### src/rtl/adder8b_arbiter_if.sv
// Request/result bundle between the two client FSMs and the shared-adder arbiter.
interface adder8b_arbiter_if #(
  parameter int CNT_W = 16
);
  logic             req0;
  logic [7:0]       a0;
  logic [7:0]       b0;
  logic             cin0;
  logic             req1;
  logic [7:0]       a1;
  logic [7:0]       b1;
  logic             cin1;
  logic             gnt0;
  logic             gnt1;
  logic             done0;
  logic             done1;
  logic [7:0]       sum;
  logic             cout;
  logic             ovf;
  logic             busy;
  logic [CNT_W-1:0] op_count;

  // Client side: raises requests and operands, watches grants and results.
  modport master (
    output req0, a0, b0, cin0, req1, a1, b1, cin1,
    input  gnt0, gnt1, done0, done1, sum, cout, ovf, busy, op_count
  );

  // Arbiter side.
  modport slave (
    input  req0, a0, b0, cin0, req1, a1, b1, cin1,
    output gnt0, gnt1, done0, done1, sum, cout, ovf, busy, op_count
  );
endinterface

### src/rtl/adder8b_arbiter.sv
// Round-robin arbiter sharing one 8-bit ripple adder between two 4-phase
// req/done requesters. Results are registered and held until release.
//
// state | meaning
// IDLE  | no owner; pick a winner when any req is high and latch its operands
// CALC  | adder sees latched operands; result and done registered at next edge
// ACK   | result held; wait for the winner's req to fall, then rotate pointer
module adder8b_arbiter #(
  parameter int CNT_W = 16
) (
  input logic               clk,
  input logic               rst,
  adder8b_arbiter_if.slave  bus
);

  typedef enum logic [1:0] {
    IDLE = 2'd0,
    CALC = 2'd1,
    ACK  = 2'd2
  } state_t;

  state_t           state_q;
  logic             win_q;
  logic             last_q;
  logic [7:0]       opa_q;
  logic [7:0]       opb_q;
  logic             opc_q;
  logic             gnt0_q;
  logic             gnt1_q;
  logic             done0_q;
  logic             done1_q;
  logic [7:0]       sum_q;
  logic             cout_q;
  logic             ovf_q;
  logic [CNT_W-1:0] cnt_q;

  logic             win_d;
  logic             win_req;
  logic [7:0]       add_s;
  logic             add_co;
  logic [8:0]       carry;

  // Winner selection: a lone request wins; on contention the one that was not served last wins.
  always_comb begin
    win_d = 1'b0;
    if (bus.req0 && bus.req1) begin
      win_d = ~last_q;
    end else if (bus.req1) begin
      win_d = 1'b1;
    end
    win_req = win_q ? bus.req1 : bus.req0;
  end

  // Shared 8-bit ripple adder, driven only from the latched operand registers.
  always_comb begin
    carry    = '0;
    add_s    = '0;
    carry[0] = opc_q;
    for (int i = 0; i < 8; i++) begin
      add_s[i]     = opa_q[i] ^ opb_q[i] ^ carry[i];
      carry[i+1]   = (opa_q[i] & opb_q[i]) | (carry[i] & (opa_q[i] ^ opb_q[i]));
    end
    add_co = carry[8];
  end

  // Arbitration FSM with registered grant, done and result outputs.
  always_ff @(posedge clk or posedge rst) begin
    if (rst) begin
      state_q <= IDLE;
      win_q   <= 1'b0;
      last_q  <= 1'b1;
      opa_q   <= '0;
      opb_q   <= '0;
      opc_q   <= 1'b0;
      gnt0_q  <= 1'b0;
      gnt1_q  <= 1'b0;
      done0_q <= 1'b0;
      done1_q <= 1'b0;
      sum_q   <= '0;
      cout_q  <= 1'b0;
      ovf_q   <= 1'b0;
      cnt_q   <= '0;
    end else begin
      case (state_q)
        IDLE: begin
          if (bus.req0 || bus.req1) begin
            win_q   <= win_d;
            opa_q   <= win_d ? bus.a1 : bus.a0;
            opb_q   <= win_d ? bus.b1 : bus.b0;
            opc_q   <= win_d ? bus.cin1 : bus.cin0;
            gnt0_q  <= ~win_d;
            gnt1_q  <= win_d;
            state_q <= CALC;
          end
        end
        CALC: begin
          sum_q   <= add_s;
          cout_q  <= add_co;
          ovf_q   <= (opa_q[7] == opb_q[7]) && (add_s[7] != opa_q[7]);
          done0_q <= ~win_q;
          done1_q <= win_q;
          state_q <= ACK;
        end
        ACK: begin
          if (!win_req) begin
            done0_q <= 1'b0;
            done1_q <= 1'b0;
            gnt0_q  <= 1'b0;
            gnt1_q  <= 1'b0;
            last_q  <= win_q;
            cnt_q   <= cnt_q + CNT_W'(1);
            state_q <= IDLE;
          end
        end
        default: state_q <= IDLE;
      endcase
    end
  end

  assign bus.gnt0     = gnt0_q;
  assign bus.gnt1     = gnt1_q;
  assign bus.done0    = done0_q;
  assign bus.done1    = done1_q;
  assign bus.sum      = sum_q;
  assign bus.cout     = cout_q;
  assign bus.ovf      = ovf_q;
  assign bus.busy     = (state_q != IDLE);
  assign bus.op_count = cnt_q;

endmodule

### src/flat_wrapper.sv
// flat-port wrapper written by rule: the top's interface ports become plain ports
module adder8b_arbiter_flat 
#(
  parameter int CNT_W = 16
)
  (clk, rst, bus_req0, bus_a0, bus_b0, bus_cin0, bus_req1, bus_a1, bus_b1, bus_cin1, bus_gnt0, bus_gnt1, bus_done0, bus_done1, bus_sum, bus_cout, bus_ovf, bus_busy, bus_op_count);
  adder8b_arbiter_if #(.CNT_W(CNT_W)) bus_i ();
  input logic clk;
  input logic rst;
  input wire logic [$bits(bus_i.req0)-1:0] bus_req0;
  input wire logic [$bits(bus_i.a0)-1:0] bus_a0;
  input wire logic [$bits(bus_i.b0)-1:0] bus_b0;
  input wire logic [$bits(bus_i.cin0)-1:0] bus_cin0;
  input wire logic [$bits(bus_i.req1)-1:0] bus_req1;
  input wire logic [$bits(bus_i.a1)-1:0] bus_a1;
  input wire logic [$bits(bus_i.b1)-1:0] bus_b1;
  input wire logic [$bits(bus_i.cin1)-1:0] bus_cin1;
  output wire logic [$bits(bus_i.gnt0)-1:0] bus_gnt0;
  output wire logic [$bits(bus_i.gnt1)-1:0] bus_gnt1;
  output wire logic [$bits(bus_i.done0)-1:0] bus_done0;
  output wire logic [$bits(bus_i.done1)-1:0] bus_done1;
  output wire logic [$bits(bus_i.sum)-1:0] bus_sum;
  output wire logic [$bits(bus_i.cout)-1:0] bus_cout;
  output wire logic [$bits(bus_i.ovf)-1:0] bus_ovf;
  output wire logic [$bits(bus_i.busy)-1:0] bus_busy;
  output wire logic [$bits(bus_i.op_count)-1:0] bus_op_count;
  assign bus_i.req0 = bus_req0;
  assign bus_i.a0 = bus_a0;
  assign bus_i.b0 = bus_b0;
  assign bus_i.cin0 = bus_cin0;
  assign bus_i.req1 = bus_req1;
  assign bus_i.a1 = bus_a1;
  assign bus_i.b1 = bus_b1;
  assign bus_i.cin1 = bus_cin1;
  assign bus_gnt0 = bus_i.gnt0;
  assign bus_gnt1 = bus_i.gnt1;
  assign bus_done0 = bus_i.done0;
  assign bus_done1 = bus_i.done1;
  assign bus_sum = bus_i.sum;
  assign bus_cout = bus_i.cout;
  assign bus_ovf = bus_i.ovf;
  assign bus_busy = bus_i.busy;
  assign bus_op_count = bus_i.op_count;
  adder8b_arbiter #(.CNT_W(CNT_W)) u_core (.clk(clk), .rst(rst), .bus(bus_i));
endmodule
### config.mk
export PLATFORM = sky130hd
export DESIGN_NAME = adder8b_arbiter_flat
export DESIGN_NICKNAME = d
export VERILOG_FILES = /design/src/rtl/adder8b_arbiter_if.sv /design/src/rtl/adder8b_arbiter.sv /design/src/flat_wrapper.sv
export SDC_FILE = /design/constraint.sdc
export NUM_CORES = 1
export LEC_CHECK = 0
export CAP_MARGIN = 20
export CORE_MARGIN = 1
export CORE_UTILIZATION = 51
export CTS_CLUSTER_SIZE = 16
export DETAILED_ROUTE_END_ITERATION = 8
export PLACE_DENSITY = 0.85
export SYNTH_ARGS = -nofsm -noshare
export SYNTH_HDL_FRONTEND = slang
export SYNTH_SLANG_ARGS = --single-unit
### constraint.sdc
create_clock -name clk -period 6.35 [get_ports clk]
set_clock_uncertainty 0.05 [all_clocks]
set_input_delay 0.635 -clock clk [delete_from_list [all_inputs] [get_ports clk]]
set_output_delay 0.635 -clock clk [all_outputs]
set_load 0.05 [all_outputs]
; After elaboration in Yosys (flattened, before gate mapping)
; Index checks and enable logic that the tools add are counted.
[totals]
reg_bits = 51
in_bits = 38
output_inout_bits = 31
wordCells = 93
[op_classes]
n_addsub = 1
n_eq_ne = 6
mux = 16
bitwise = 44
reduce_logical = 12
[op_table]
columns = operator, count
row1 = adder 16 x 1 -> 16 bit (second input constant), 1
row2 = AND 1 bit, 16
row3 = 2-to-1 mux 8 bit, 2
row4 = bitwise XOR 1 bit, 16
row5 = bitwise OR 1 bit, 8
row6 = one-hot mux 1 bit (2 select lines), 4
row7 = AND reduction 2 bit, 4
row8 = 2-to-1 mux 1 bit, 7
row9 = one-hot mux 2 bit (3 select lines), 1
row10 = nonzero test 2 bit, 3
row11 = 2-to-1 mux 2 bit, 2
row12 = inverter 1 bit, 4
row13 = AND reduction 3 bit, 1
row14 = == test 2 x 1 -> 1 bit (second input constant), 1
row15 = == test 2 bit (second input constant), 1
row16 = logical AND 1 bit, 2
row17 = logical NOT 2 bit, 1
row18 = != test 2 x 1 -> 1 bit (second input constant), 1
row19 = != test 2 bit (second input constant), 1
row20 = == test 1 bit, 1
row21 = logical OR 1 bit, 1
row22 = != test 1 bit, 1

; Logic depth before layout (Yosys ltp)
; Gate-level depths: netlist (run 1).
[logic_depth]
ltp_word = 18
depth_mapped = 13
depth_no_buf = 13

; Worst setup path before layout (run 1)
; Ideal clock, no wire load.
[synth_timing]
path_type = flip-flop to flip-flop
start = register u_core.opc_q
end = register u_core.ovf_q, in the netlist u_core.bus.ovf
setup_time_ns = 0.095
arrival_ns = 3.673
t_required_ns = 6.205
path_slack_ns = 2.532
stages_incl_launch_ff = 14
path_buffers = 0
period_less_slack_ns = 3.818
cell_sequence = dfrtp_1 -> inv_1 -> fa_1 -> inv_1 -> fa_1 -> fa_1 -> fa_1 -> fa_1 -> fa_1 -> fa_1 -> inv_1 -> fa_1 -> xor2_1 -> o31ai_1
[synth_between]
elab_chain_cells = 17
[synth_rtl]
columns = item, line_no
row1 = from (decl), adder8b_arbiter.sv:27  ; logic opc_q;
row2 = from (signal assigned), adder8b_arbiter.sv:90  ; opc_q <= win_d ? bus.cin1 : bus.cin0;
row3 = AND 1 bit, adder8b_arbiter.sv:61  ; carry[i+1] = (opa_q[i] & opb_q[i]) | (carry[i] & (opa_q[i] ^ opb_q[i]));
row4 = bitwise OR 1 bit, adder8b_arbiter.sv:61
row5 = AND 1 bit, adder8b_arbiter.sv:61
row6 = bitwise OR 1 bit, adder8b_arbiter.sv:61
row7 = AND 1 bit, adder8b_arbiter.sv:61
row8 = bitwise OR 1 bit, adder8b_arbiter.sv:61
row9 = AND 1 bit, adder8b_arbiter.sv:61
row10 = bitwise OR 1 bit, adder8b_arbiter.sv:61
row11 = AND 1 bit, adder8b_arbiter.sv:61
row12 = bitwise OR 1 bit, adder8b_arbiter.sv:61
row13 = AND 1 bit, adder8b_arbiter.sv:61
row14 = bitwise OR 1 bit, adder8b_arbiter.sv:61
row15 = AND 1 bit, adder8b_arbiter.sv:61
row16 = bitwise OR 1 bit, adder8b_arbiter.sv:61
row17 = bitwise XOR 1 bit, adder8b_arbiter.sv:60  ; add_s[i] = opa_q[i] ^ opb_q[i] ^ carry[i];
row18 = != test 1 bit, adder8b_arbiter.sv:99  ; ovf_q <= (opa_q[7] == opb_q[7]) && (add_s[7] != opa_q[7]);
row19 = logical AND 1 bit, adder8b_arbiter.sv:99
row20 = to (signal assigned), adder8b_arbiter.sv:99
row21 = to (decl), adder8b_arbiter.sv:34  ; logic ovf_q;
; No other way between the ends.
; A chain may end at the register's enable or synchronous reset.

; Worst setup path in the final report (run 1)
[layout_timing]
start = register u_core.opa_q[0]
end = register u_core.ovf_q, in the netlist u_core.bus.ovf
[layout_between]
elab_chain_cells = 18
word_cells_on_any_way = 19
cone_classes = eq/ne: 1 / bitwise: 17 / reduce/logical: 1
[layout_rtl]
columns = item, line_no
row1 = from (decl), adder8b_arbiter.sv:25  ; logic [7:0] opa_q;
row2 = from (signal assigned), adder8b_arbiter.sv:88  ; opa_q <= win_d ? bus.a1 : bus.a0;
row3 = bitwise XOR 1 bit, adder8b_arbiter.sv:61
row4 = AND 1 bit, adder8b_arbiter.sv:61
row5 = bitwise OR 1 bit *, adder8b_arbiter.sv:61
row6 = AND 1 bit *, adder8b_arbiter.sv:61
row7 = bitwise OR 1 bit *, adder8b_arbiter.sv:61
row8 = AND 1 bit *, adder8b_arbiter.sv:61
row9 = bitwise OR 1 bit *, adder8b_arbiter.sv:61
row10 = AND 1 bit *, adder8b_arbiter.sv:61
row11 = [... 2 more ...], -
row12 = bitwise OR 1 bit *, adder8b_arbiter.sv:61
row13 = AND 1 bit *, adder8b_arbiter.sv:61
row14 = bitwise OR 1 bit *, adder8b_arbiter.sv:61
row15 = AND 1 bit *, adder8b_arbiter.sv:61
row16 = bitwise OR 1 bit *, adder8b_arbiter.sv:61
row17 = bitwise XOR 1 bit *, adder8b_arbiter.sv:60
row18 = != test 1 bit *, adder8b_arbiter.sv:99
row19 = logical AND 1 bit *, adder8b_arbiter.sv:99
; Mark *: on every way between the ends. The rest lies on a longest branch, timed or not.

==> results of run 1 <==
[metrics by stage]
step	power, mW	cells
after global routing	1.58	334
after detailed placement	1.31	325
after global placement	1.27	325
after floorplan	1.07	212
after CTS	1.49	333
final	1.47	334
[Yosys cell counts]
library cell / count
a21boi_0: 1
mux2_4: 1
o31ai_1: 1
dfstp_2: 1
or2_2: 1
buf_4: 1
nand4_1: 4
buf_2: 3
nand3_1: 8
and4bb_2: 1
nor3_1: 1
mux2i_1: 17
nor4_4: 1
fa_1: 8
xor2_1: 5
nor2_1: 3
nor4_1: 1
xnor2_1: 11
nand3b_1: 1
nand2_1: 32
o21ai_0: 28
ha_1: 2
mux2_2: 6
clkbuf_2: 1
nand2b_1: 2
buf_6: 1
clkbuf_1: 3
nor3_2: 1
nand4b_1: 1
and4_1: 3
dfrtp_1: 50
inv_1: 12
[flip-flops by register name, summed over array words and instances, names as in the netlist]
signal               flops
u_core.bus.op_count     16
u_core.bus.sum           8
u_core.opa_q             8
u_core.opb_q             8
u_core.state_q           2
u_core.bus.cout          1
u_core.bus.done0         1
u_core.bus.done1         1
u_core.bus.gnt0          1
u_core.bus.gnt1          1
u_core.bus.ovf           1
u_core.last_q            1
u_core.opc_q             1
u_core.win_q             1
[layout make-up]
type | instances | area share, %
Clock buffer | 8 | 2.47
Inverter | 12 | 1.39
Multi-Input combinational cell | 140 | 32.5
Sequential cell | 51 | 39.5
Tap cell | 52 | 2.01
Timing Repair Buffer | 71 | 22.1
[layer usage]
layer  share of wire, %  GRT usage [%]
met3                4.9           3.99
met5                  0              0
met2                 51           35.5
met1                 42           23.9
met4                1.7           8.00
[worst reg2reg max path, stage by stage, from the launching register on]
cell     delay (ns)
dfrtp_1        0.39
inv_1          0.08
fa_1           0.17
inv_1          0.05
fa_1           0.38
fa_1           0.40
fa_1           0.40
fa_1           0.39
fa_1           0.41
fa_1           0.38
inv_1          0.09
fa_1           0.44
xor2_1         0.16
o31ai_1        0.19
[power by group]
group          total, mW  leakage [nW]  internal, mW  switching [mW]
Sequential         0.553         0.639         0.451           0.102
Combinational      0.737         0.731         0.289           0.448
Clock              0.179        0.0395        0.0785           0.101
Total               1.47          1.41         0.819           0.650
[worst max-delay path by stage]
stage,to,slack (ns),depth (start not counted)
after floorplan,u_core.bus.ovf,2.53,13
after global placement,u_core.bus.ovf,2.37,13
after detailed placement,u_core.bus.ovf,2.30,13
after CTS,u_core.bus.ovf,2.28,13
after global routing,u_core.bus.ovf,2.13,13
final,u_core.bus.ovf,2.30,13
[kinds of logic (layout without fill, tap and decap cells)]
logic type,count (synthesis),after routing,synth area share (%)
AOI/OAI and AO/OA,30,30,6.41
xor gates and xnor gates,16,16,5.79
adders and majority gates,10,10,7.66
buffers and inverters,21,91,3.93
DFF,51,51,52.8
muxes,24,24,10.4
and+or+nand+nor,60,60,12.9
==> impl_metrics.env, run 1 <==
export IMPL_io_pins=69
export IMPL_worstMarginPinSlew_ns=0.659
export IMPL_final_cell_mix="68 x clkdlybuf4s50_1, 50 x dfrtp_1, 32 x nand2_1, 27 x o21ai_0, 17 x mux2i_1"
export IMPL_leakage_nw=1.41
export IMPL_status="finished, final reports clean"
export IMPL_cts_sinks=51
export IMPL_arrival_ns=4.21
export IMPL_hold_depth=1
export IMPL_multi_input_comb_area_um2=1050
export IMPL_r2r_end="u_core.bus.ovf"
export IMPL_crit_type="reg -> reg"
export IMPL_powerDensity_nw_per_um2=454
export IMPL_diodes=0
export IMPL_wl_per_cell_um=13.5
export IMPL_hold_slack_ns=0.430
export IMPL_startpoint="u_core.opa_q[0]"
export IMPL_viasPerCell=5.22
export IMPL_cpLargestDelayFamily="adder cells"
export IMPL_syn_nets=260
export IMPL_crit_path_start_kind="register"
export IMPL_rows=24
export IMPL_cts_tree="yes"
export IMPL_utilization_pct=72.8
export IMPL_hold_violations=0
export IMPL_cp_required_ns=6.52
export IMPL_drc=0
export IMPL_initial_core_util_pct=54.4
export IMPL_r2r_slack_ns=2.30
export IMPL_synth_area_leaders="dfrtp_1 52%, mux2i_1 7.0%, fa_1 6.6%, o21ai_0 5.8%, nand2_1 5.0%"
export IMPL_min_to="u_core.bus.op_count[15]"
export IMPL_place_area_um2=3140
export IMPL_clock_path_buffers=2
export IMPL_cts_post_setup_buffers_inserted=0
export IMPL_synth_ff_latch_count=51
export IMPL_antenna_found_initial=0
export IMPL_rsz0062_at_grt="false"
export IMPL_cts_resized=0
export IMPL_post_route_cell_area_um2=3240
export IMPL_maxSlewViolCount=0
export IMPL_dp_slack_ns=2.30
export IMPL_gp_congestion=0.778
export IMPL_postSynthAreaPerCell_um2=11.4
export IMPL_worst_slack_ns=2.30
export IMPL_cts_hold_fix_buffers=0
export IMPL_yosysWarningCount=0
export IMPL_post_synth_top_area_fraction_pct=51.7
export IMPL_syn_to_final_growth_pct=33.8
export IMPL_core_area_um2=4440
export IMPL_num_vias=1744
export IMPL_regArea_um2=1280
export IMPL_worst_path_max_delay_cell="fa_1"
export IMPL_reg2reg_depth=13
export IMPL_drt_total_wl_mm=4.50
export IMPL_cp_max_fo=2
export IMPL_postSynthCellCount=212
export IMPL_clk_latency_ns=0.31
export IMPL_crit_path_frequent_cell="fa_1"
export IMPL_cts_buffers=5
export IMPL_period_minus_slack_ns=4.05
export IMPL_overflow=0
export IMPL_grt_max_degree=52
export IMPL_firstDrtPassIters=6
export IMPL_clock_tree_root_cell="clkbuf_8"
export IMPL_ys_types=32
export IMPL_syn_area_um2=2420
export IMPL_yosysSeqAreaShare_pct=52.8
export IMPL_die_w_um=70.9
export IMPL_post_synth_top_area_cell="dfrtp_1"
export IMPL_grt_usage_pct=20.0
export IMPL_rr_startpoint="u_core.opa_q[0]"
export IMPL_first_iter_violations=76
export IMPL_detail_route_antenna_nets=0
export IMPL_min_delay_start="u_core.bus.op_count[15]"
export IMPL_cp_cell_sequence="inv_1, fa_1, inv_1, fa_1, fa_1, fa_1, fa_1, fa_1, fa_1, inv_1, fa_1, xor2_1, o31ai_1"
export IMPL_grt_pass1_wl_mm=7.75
export IMPL_grt_pass1_vias=1739
export IMPL_layout_commonest_cell="clkdlybuf4s50_1"
export IMPL_cts_max_level=2
export IMPL_cap_viol_max_count=0
export IMPL_fmax_mhz=247
export IMPL_die_area_um2=5020
export IMPL_max_vdd_ir_drop_mv=0.265
export IMPL_crit_buf_inv=3
export IMPL_clk_pin_slew_worst_paths_ns=0.09
export IMPL_fillers=334
export IMPL_fin_tns_setup_ns=0
export IMPL_die_y_um=70.9
export IMPL_fin_nets=329
export IMPL_finalSetupViolCount=0
export IMPL_portBuffers=68
export IMPL_dpl_hpwl_mm=3.36
export IMPL_drive_gt1_share_pct=8.16
export IMPL_end_kind="register"
export IMPL_slowest_delay_ns=0.44
export IMPL_max_slew_margin_pct=56.0
export IMPL_hold_class="reg -> reg"
export IMPL_fin_crit_sh_pct=63.7
(Power assumes the default switching activity.)
==> run 2, diff against run 1 <==
Settings changed: CORE_UTILIZATION 51 to 43, PLACE_DENSITY 0.85 to 0.76.
Clock period 6.35 ns to 3.5 ns, I/O delays scaled along.
==> run 2 against run 1 <==
  * The flow now finishes with violations (negative setup slack)
  * Clock power is 100% higher
  * Fmax is 8.0% higher
  * Sequential cell count stayed put
  * Combinational power is 89% higher
  * Sequential power is 84% higher
  * Design area is 2.1% higher
  * Register-to-register slack worse by 2.6 ns
  * Clock-buffer cell count stayed put
  * Wire length is 4.1% higher
  * Sequential share of layout area is 0.81 points lower
==> impl_metrics.env, run 2 (synthesis gave the netlist of run 1 again) <==
export IMPL_detail_route_antenna_nets=0
export IMPL_finalSetupViolCount=2
export IMPL_slowest_delay_ns=0.43
export IMPL_cts_sinks=51
export IMPL_powerDensity_nw_per_um2=838
export IMPL_syn_to_final_growth_pct=36.6
export IMPL_antenna_found_initial=0
export IMPL_num_vias=1761
export IMPL_clk_latency_ns=0.29
export IMPL_clock_tree_root_cell="clkbuf_8"
export IMPL_first_iter_violations=61
export IMPL_place_area_um2=3170
export IMPL_drt_total_wl_mm=4.69
export IMPL_drive_gt1_share_pct=13.1
export IMPL_intPower_mw=1.56
export IMPL_cap_viol_max_count=0
export IMPL_pwr_share_clk_pct=13.0
export IMPL_cp_max_fo=2
export IMPL_crit_path_frequent_cell="fa_2"
export IMPL_cts_buffers=5
export IMPL_combPwrFrac_pct=50.1
export IMPL_die_y_um=77.0
export IMPL_period_minus_slack_ns=3.75
export IMPL_clock_path_buffers=2
export IMPL_grt_usage_pct=17.7
export IMPL_layout_commonest_cell="clkdlybuf4s50_1"
export IMPL_die_area_um2=5930
export IMPL_fin_nets=330
export IMPL_wl_per_cell_um=13.3
export IMPL_max_slew_margin_pct=43.6
export IMPL_io_pins=69
export IMPL_rsz0062_at_grt="true"
export IMPL_core_area_um2=5270
export IMPL_power_switching_mw=1.20
export IMPL_leakage_nw=1.42
export IMPL_crit_path_start_kind="register"
export IMPL_hold_class="in -> async"
export IMPL_fin_crit_sh_pct=107
export IMPL_die_w_um=77.0
export IMPL_diodes=0
export IMPL_cts_max_level=2
export IMPL_crit_type="reg -> reg"
export IMPL_cp_cell_sequence="inv_2, fa_2, inv_2, fa_2, fa_2, fa_2, fa_2, fa_2, fa_2, inv_2, fa_1, xor2_1, o31ai_1"
export IMPL_status="finished, violations left"
export IMPL_end_kind="register"
export IMPL_overflow=0
export IMPL_firstDrtPassIters=4
export IMPL_swShare_pct=43.5
export IMPL_power_frac_seq_pct=36.8
export IMPL_viasPerCell=4.99
export IMPL_final_cell_mix="68 x clkdlybuf4s50_1, 50 x dfrtp_1, 32 x nand2_1, 26 x o21ai_0, 17 x mux2i_1"
export IMPL_gp_congestion=0.802
export IMPL_initial_core_util_pct=45.9
export IMPL_violations="negative setup slack"
export IMPL_worstMarginPinSlew_ns=0.847
export IMPL_grt_max_degree=52
export IMPL_post_route_cell_area_um2=3300
export IMPL_worst_path_max_delay_cell="fa_1"
export IMPL_arrival_ns=3.90
export IMPL_hold_violations=0
export IMPL_worst_slack_ns=-0.247
export IMPL_grt_pass1_vias=1792
export IMPL_portBuffers=68
export IMPL_fmax_mhz=267
export IMPL_cts_tree="yes"
export IMPL_max_vdd_ir_drop_mv=0.418
export IMPL_grt_pass1_wl_mm=8.24
export IMPL_hold_slack_ns=0.193
export IMPL_maxSlewViolCount=0
export IMPL_largest_reg_flops=16
export IMPL_clk_pin_slew_worst_paths_ns=0.09
export IMPL_cp_required_ns=3.66
export IMPL_dp_slack_ns=-0.357
export IMPL_rows=26
export IMPL_drc=0
export IMPL_dpl_hpwl_mm=3.60
## run 2: cell types whose count changed in the layout (fill, tap and decap cells not counted), moves of 2 or more
cell      before  now
clkbuf_8       5    7
inv_2          1    5
fa_1           8    1
inv_1         11    7
clkbuf_1       3    1
fa_2           0    7
## run 2: per-stage QoR
step	utilization, %	instances	total power [mW]	TNS, ns
2_1_floorplan	-	212	1.95	-0.160
4_1_cts	62.2	351	2.78	-0.333
3_3_place_gp	60.1	343	2.33	-0.423
3_5_place_dp	60.1	343	2.39	-0.540
5_1_grt	62.7	353	2.99	-0.636
6_report	62.7	353	2.77	-0.387
## run 2: critical path: cells and delay by family, from the launching register on
| family | cells | cell delay, ns |
|---|---|---|
| adders and majority gates | 8 | 2.72 |
| AOI/OAI and AO/OA | 1 | 0.18 |
| xor gates and xnor gates | 1 | 0.16 |
| DFF | 1 | 0.40 |
| buffers and inverters | 3 | 0.17 |
## run 2: path summary, 6_finish.rpt
kind | from | end | slack, ns | cells past startpoint
min | rst | u_core.bus.op_count[13] | 0.19 | 2
min in group clk | u_core.bus.op_count[15] | u_core.bus.op_count[15] | 0.43 | 1
max | u_core.opb_q[0] | u_core.bus.ovf | -0.25 | 13
min reg2reg | u_core.bus.op_count[15] | u_core.bus.op_count[15] | 0.43 | 1
max reg2reg | u_core.opb_q[0] | u_core.bus.ovf | -0.25 | 13
max in group asynchronous | rst | u_core.last_q | 2.69 | 3
## run 2: power groups by stage
stage               Sequential, mW  Combinational (mW)  Clock, mW
floorplan                     1.33               0.616          0
global placement              1.01                1.32          0
detailed placement            1.02                1.36          0
CTS                           1.02                1.38      0.373
global route                  1.05                1.54      0.393
finish                        1.02                1.39      0.360
## run 2: repair_timing
action	in CTS	in global routing
hold buffers	0	0
hold endpoints to repair	0	0
endpoints found under the setup margin	2	2
resized for setup	8	0
pin swaps	2	1
cloned	0	0
buffers inserted	0	1
## run 2: cell type report
class                      instances  area (µm²)
sequential                        51        1280
multi-input combinational        140        1070
timing repair buffer              72         723
tap                               70        87.6
clock buffer                       8         100
fill                             461        1970
inverter                          12        45.0
## run 2: metal layers
layer	vias to the layer above	global-route usage [%]	share of wire (%)	routed length, µm
li1	849	-	-	-
met1	845	21.6	42	1970
met2	60	31.3	52	2440
met3	7	3.81	4.8	225
met4	0	5.09	1.2	54
met5	-	0	0	0
==> run 3, diff against run 2 <==
Settings changed: CORE_UTILIZATION 43 to 44, CTS_BUF_LIST set to sky130_fd_sc_hd__clkbuf_4, PLACE_DENSITY 0.76 to 0.78.
==> run 3 against run 2 <==
  * The flow still finishes with violations (negative setup slack)
  * Non-clock buffer count rose by 2
  * Sequential cell count is the same
  * First-iteration DRC count grew 41%
  * Fmax shrank 1.7%
  * Via count grew 0.57%
  * Combinational power about the same
  * Clock-buffer cell count decreased by 3
  * Final cell count up 0.28%
  * Setup slack worse by 0.067 ns
  * Critical path depth did not move
  * Largest cell class unchanged
==> impl_metrics.env, run 3 (synthesis gave the netlist of run 1 again) <==
export IMPL_drc=0
export IMPL_maxSlewViolCount=0
export IMPL_cp_required_ns=3.71
export IMPL_cts_tree="yes"
export IMPL_firstDrtPassIters=4
export IMPL_num_vias=1771
export IMPL_detail_route_antenna_nets=0
export IMPL_fin_crit_sh_pct=109
export IMPL_hold_class="in -> async"
export IMPL_layout_commonest_cell="clkdlybuf4s50_1"
export IMPL_clk_latency_ns=0.36
export IMPL_cp_max_fo=2
export IMPL_arrival_ns=4.02
export IMPL_drive_gt1_share_pct=13.0
export IMPL_antenna_found_initial=0
export IMPL_post_route_cell_area_um2=3270
export IMPL_worst_slack_ns=-0.314
export IMPL_reg2reg_depth=13
export IMPL_max_slew_margin_pct=42.7
export IMPL_worst_path_max_delay_cell="fa_1"
export IMPL_top_layer_used="met4"
export IMPL_viasPerCell=5.00
export IMPL_crit_path_frequent_cell="fa_2"
export IMPL_io_pins=69
export IMPL_grt_pass1_vias=1800
export IMPL_fin_nets=332
export IMPL_die_w_um=76.1
export IMPL_fin_tns_setup_ns=-0.456
export IMPL_place_area_um2=3170
export IMPL_syn_to_final_growth_pct=35.1
export IMPL_fmax_mhz=262
export IMPL_drt_total_wl_mm=4.65
export IMPL_period_minus_slack_ns=3.81
export IMPL_end_kind="register"
export IMPL_rr_startpoint="u_core.opb_q[0]"
export IMPL_hold_violations=0
export IMPL_fillers=450
export IMPL_crit_path_start_kind="register"
export IMPL_rows=26
export IMPL_final_cell_mix="68 x clkdlybuf4s50_1, 50 x dfrtp_1, 32 x nand2_1, 26 x o21ai_0, 17 x mux2i_1"
export IMPL_wl_per_cell_um=13.1
export IMPL_finalSetupViolCount=2
export IMPL_dr_wl_met3_um=245
export IMPL_violations="negative setup slack"
export IMPL_clock_path_buffers=2
export IMPL_utilization_pct=62.8
export IMPL_crit_type="reg -> reg"
export IMPL_stdcell_count=354
export IMPL_die_y_um=76.1
export IMPL_r2r_slack_ns=-0.31
export IMPL_slowest_delay_ns=0.43
export IMPL_powerDensity_nw_per_um2=820
export IMPL_diodes=0
export IMPL_cts_sinks=51
export IMPL_core_area_um2=5200
export IMPL_grt_pass1_wl_mm=8.15
export IMPL_rsz0062_at_grt="true"
export IMPL_cp_cell_sequence="inv_1, fa_1, inv_2, fa_2, fa_2, fa_2, fa_2, fa_2, fa_2, inv_2, fa_1, xor2_1, o31ai_1"
export IMPL_max_vdd_ir_drop_mv=0.463
export IMPL_first_iter_violations=86
export IMPL_clk_pin_slew_worst_paths_ns=0.14
export IMPL_dp_cells=343
export IMPL_met1_length_mm=1.98
export IMPL_overflow=0
export IMPL_largest_reg_flops=16
export IMPL_cts_max_level=2
export IMPL_grt_usage_pct=18.0
export IMPL_portBuffers=68
export IMPL_cts_buffers=5
export IMPL_die_area_um2=5800
export IMPL_leakage_nw=1.40
export IMPL_grt_max_degree=52
export IMPL_cap_viol_max_count=0
export IMPL_dr_wl_met2_mm=2.34
export IMPL_clock_tree_root_cell="clkbuf_4"
export IMPL_r2r_end="u_core.bus.ovf"
export IMPL_initial_core_util_pct=46.5
export IMPL_dpl_hpwl_mm=3.49
export IMPL_worstMarginPinSlew_ns=0.860
export IMPL_status="finished, violations left"
export IMPL_gp_congestion=0.798
export IMPL_dp_slack_ns=-0.353
[run 3: what timing repair did]
item,in CTS,in global routing
buffers inserted,2,1
gates cloned,0,0
hold buffers,0,0
pin swaps,2,4
resized for setup,4,3
setup endpoints to repair,2,2
[run 3: how the worst max path moves through the flow]
stage                          startpoint              to  slack (ns)  cells past startpoint
final                     u_core.opb_q[0]  u_core.bus.ovf       -0.31                     13
after global routing         u_core.opc_q  u_core.bus.ovf       -0.53                     13
after CTS                    u_core.opc_q  u_core.bus.ovf       -0.31                     13
after detailed placement     u_core.opc_q  u_core.bus.ovf       -0.35                     13
after global placement       u_core.opc_q  u_core.bus.ovf       -0.30                     13
after floorplan              u_core.opc_q  u_core.bus.ovf       -0.16                     13
[run 3: worst max-delay path: cells and delay by family, from the launching register on]
family	cells	cell delay, ns
buf+inv	3	0.18
flops	1	0.40
fa+ha+maj	8	2.69
compound gates	1	0.23
xor+xnor	1	0.16
[run 3: layout make-up]
type / instances / area (µm²) / share of cell area [%]
Clock buffer: 5 / 37.5 / 1.15
Clock inverter: 2 / 8.76 / 0.268
Inverter: 12 / 45.0 / 1.38
Multi-Input combinational cell: 140 / 1070 / 32.8
Sequential cell: 51 / 1280 / 39.1
Tap cell: 70 / 87.6 / 2.68
Timing Repair Buffer: 74 / 738 / 22.6
[run 3: metrics by stage]
| step | power [mW] | hold WS (ns) |
|---|---|---|
| CTS | 2.68 | 0.447 |
| finish | 2.68 | 0.182 |
| global route | 2.91 | 0.181 |
| detailed placement | 2.39 | 0.420 |
| global placement | 2.32 | 0.413 |
| floorplan | 1.95 | 0.400 |
[run 3: per-layer routing]
layer | vias up | global-route usage (%)
met5 | - | 0
met4 | 0 | 6.73
met3 | 9 | 4.43
met2 | 60 | 30.2
met1 | 844 | 22.4
li1 | 858 | -
[run 3: report_power, final]
group          leakage (nW)  switching (mW)  internal [mW]
clock                0.0285           0.170         0.0716
sequential            0.639           0.195          0.817
combinational         0.737           0.842          0.583
total                  1.40            1.21           1.47
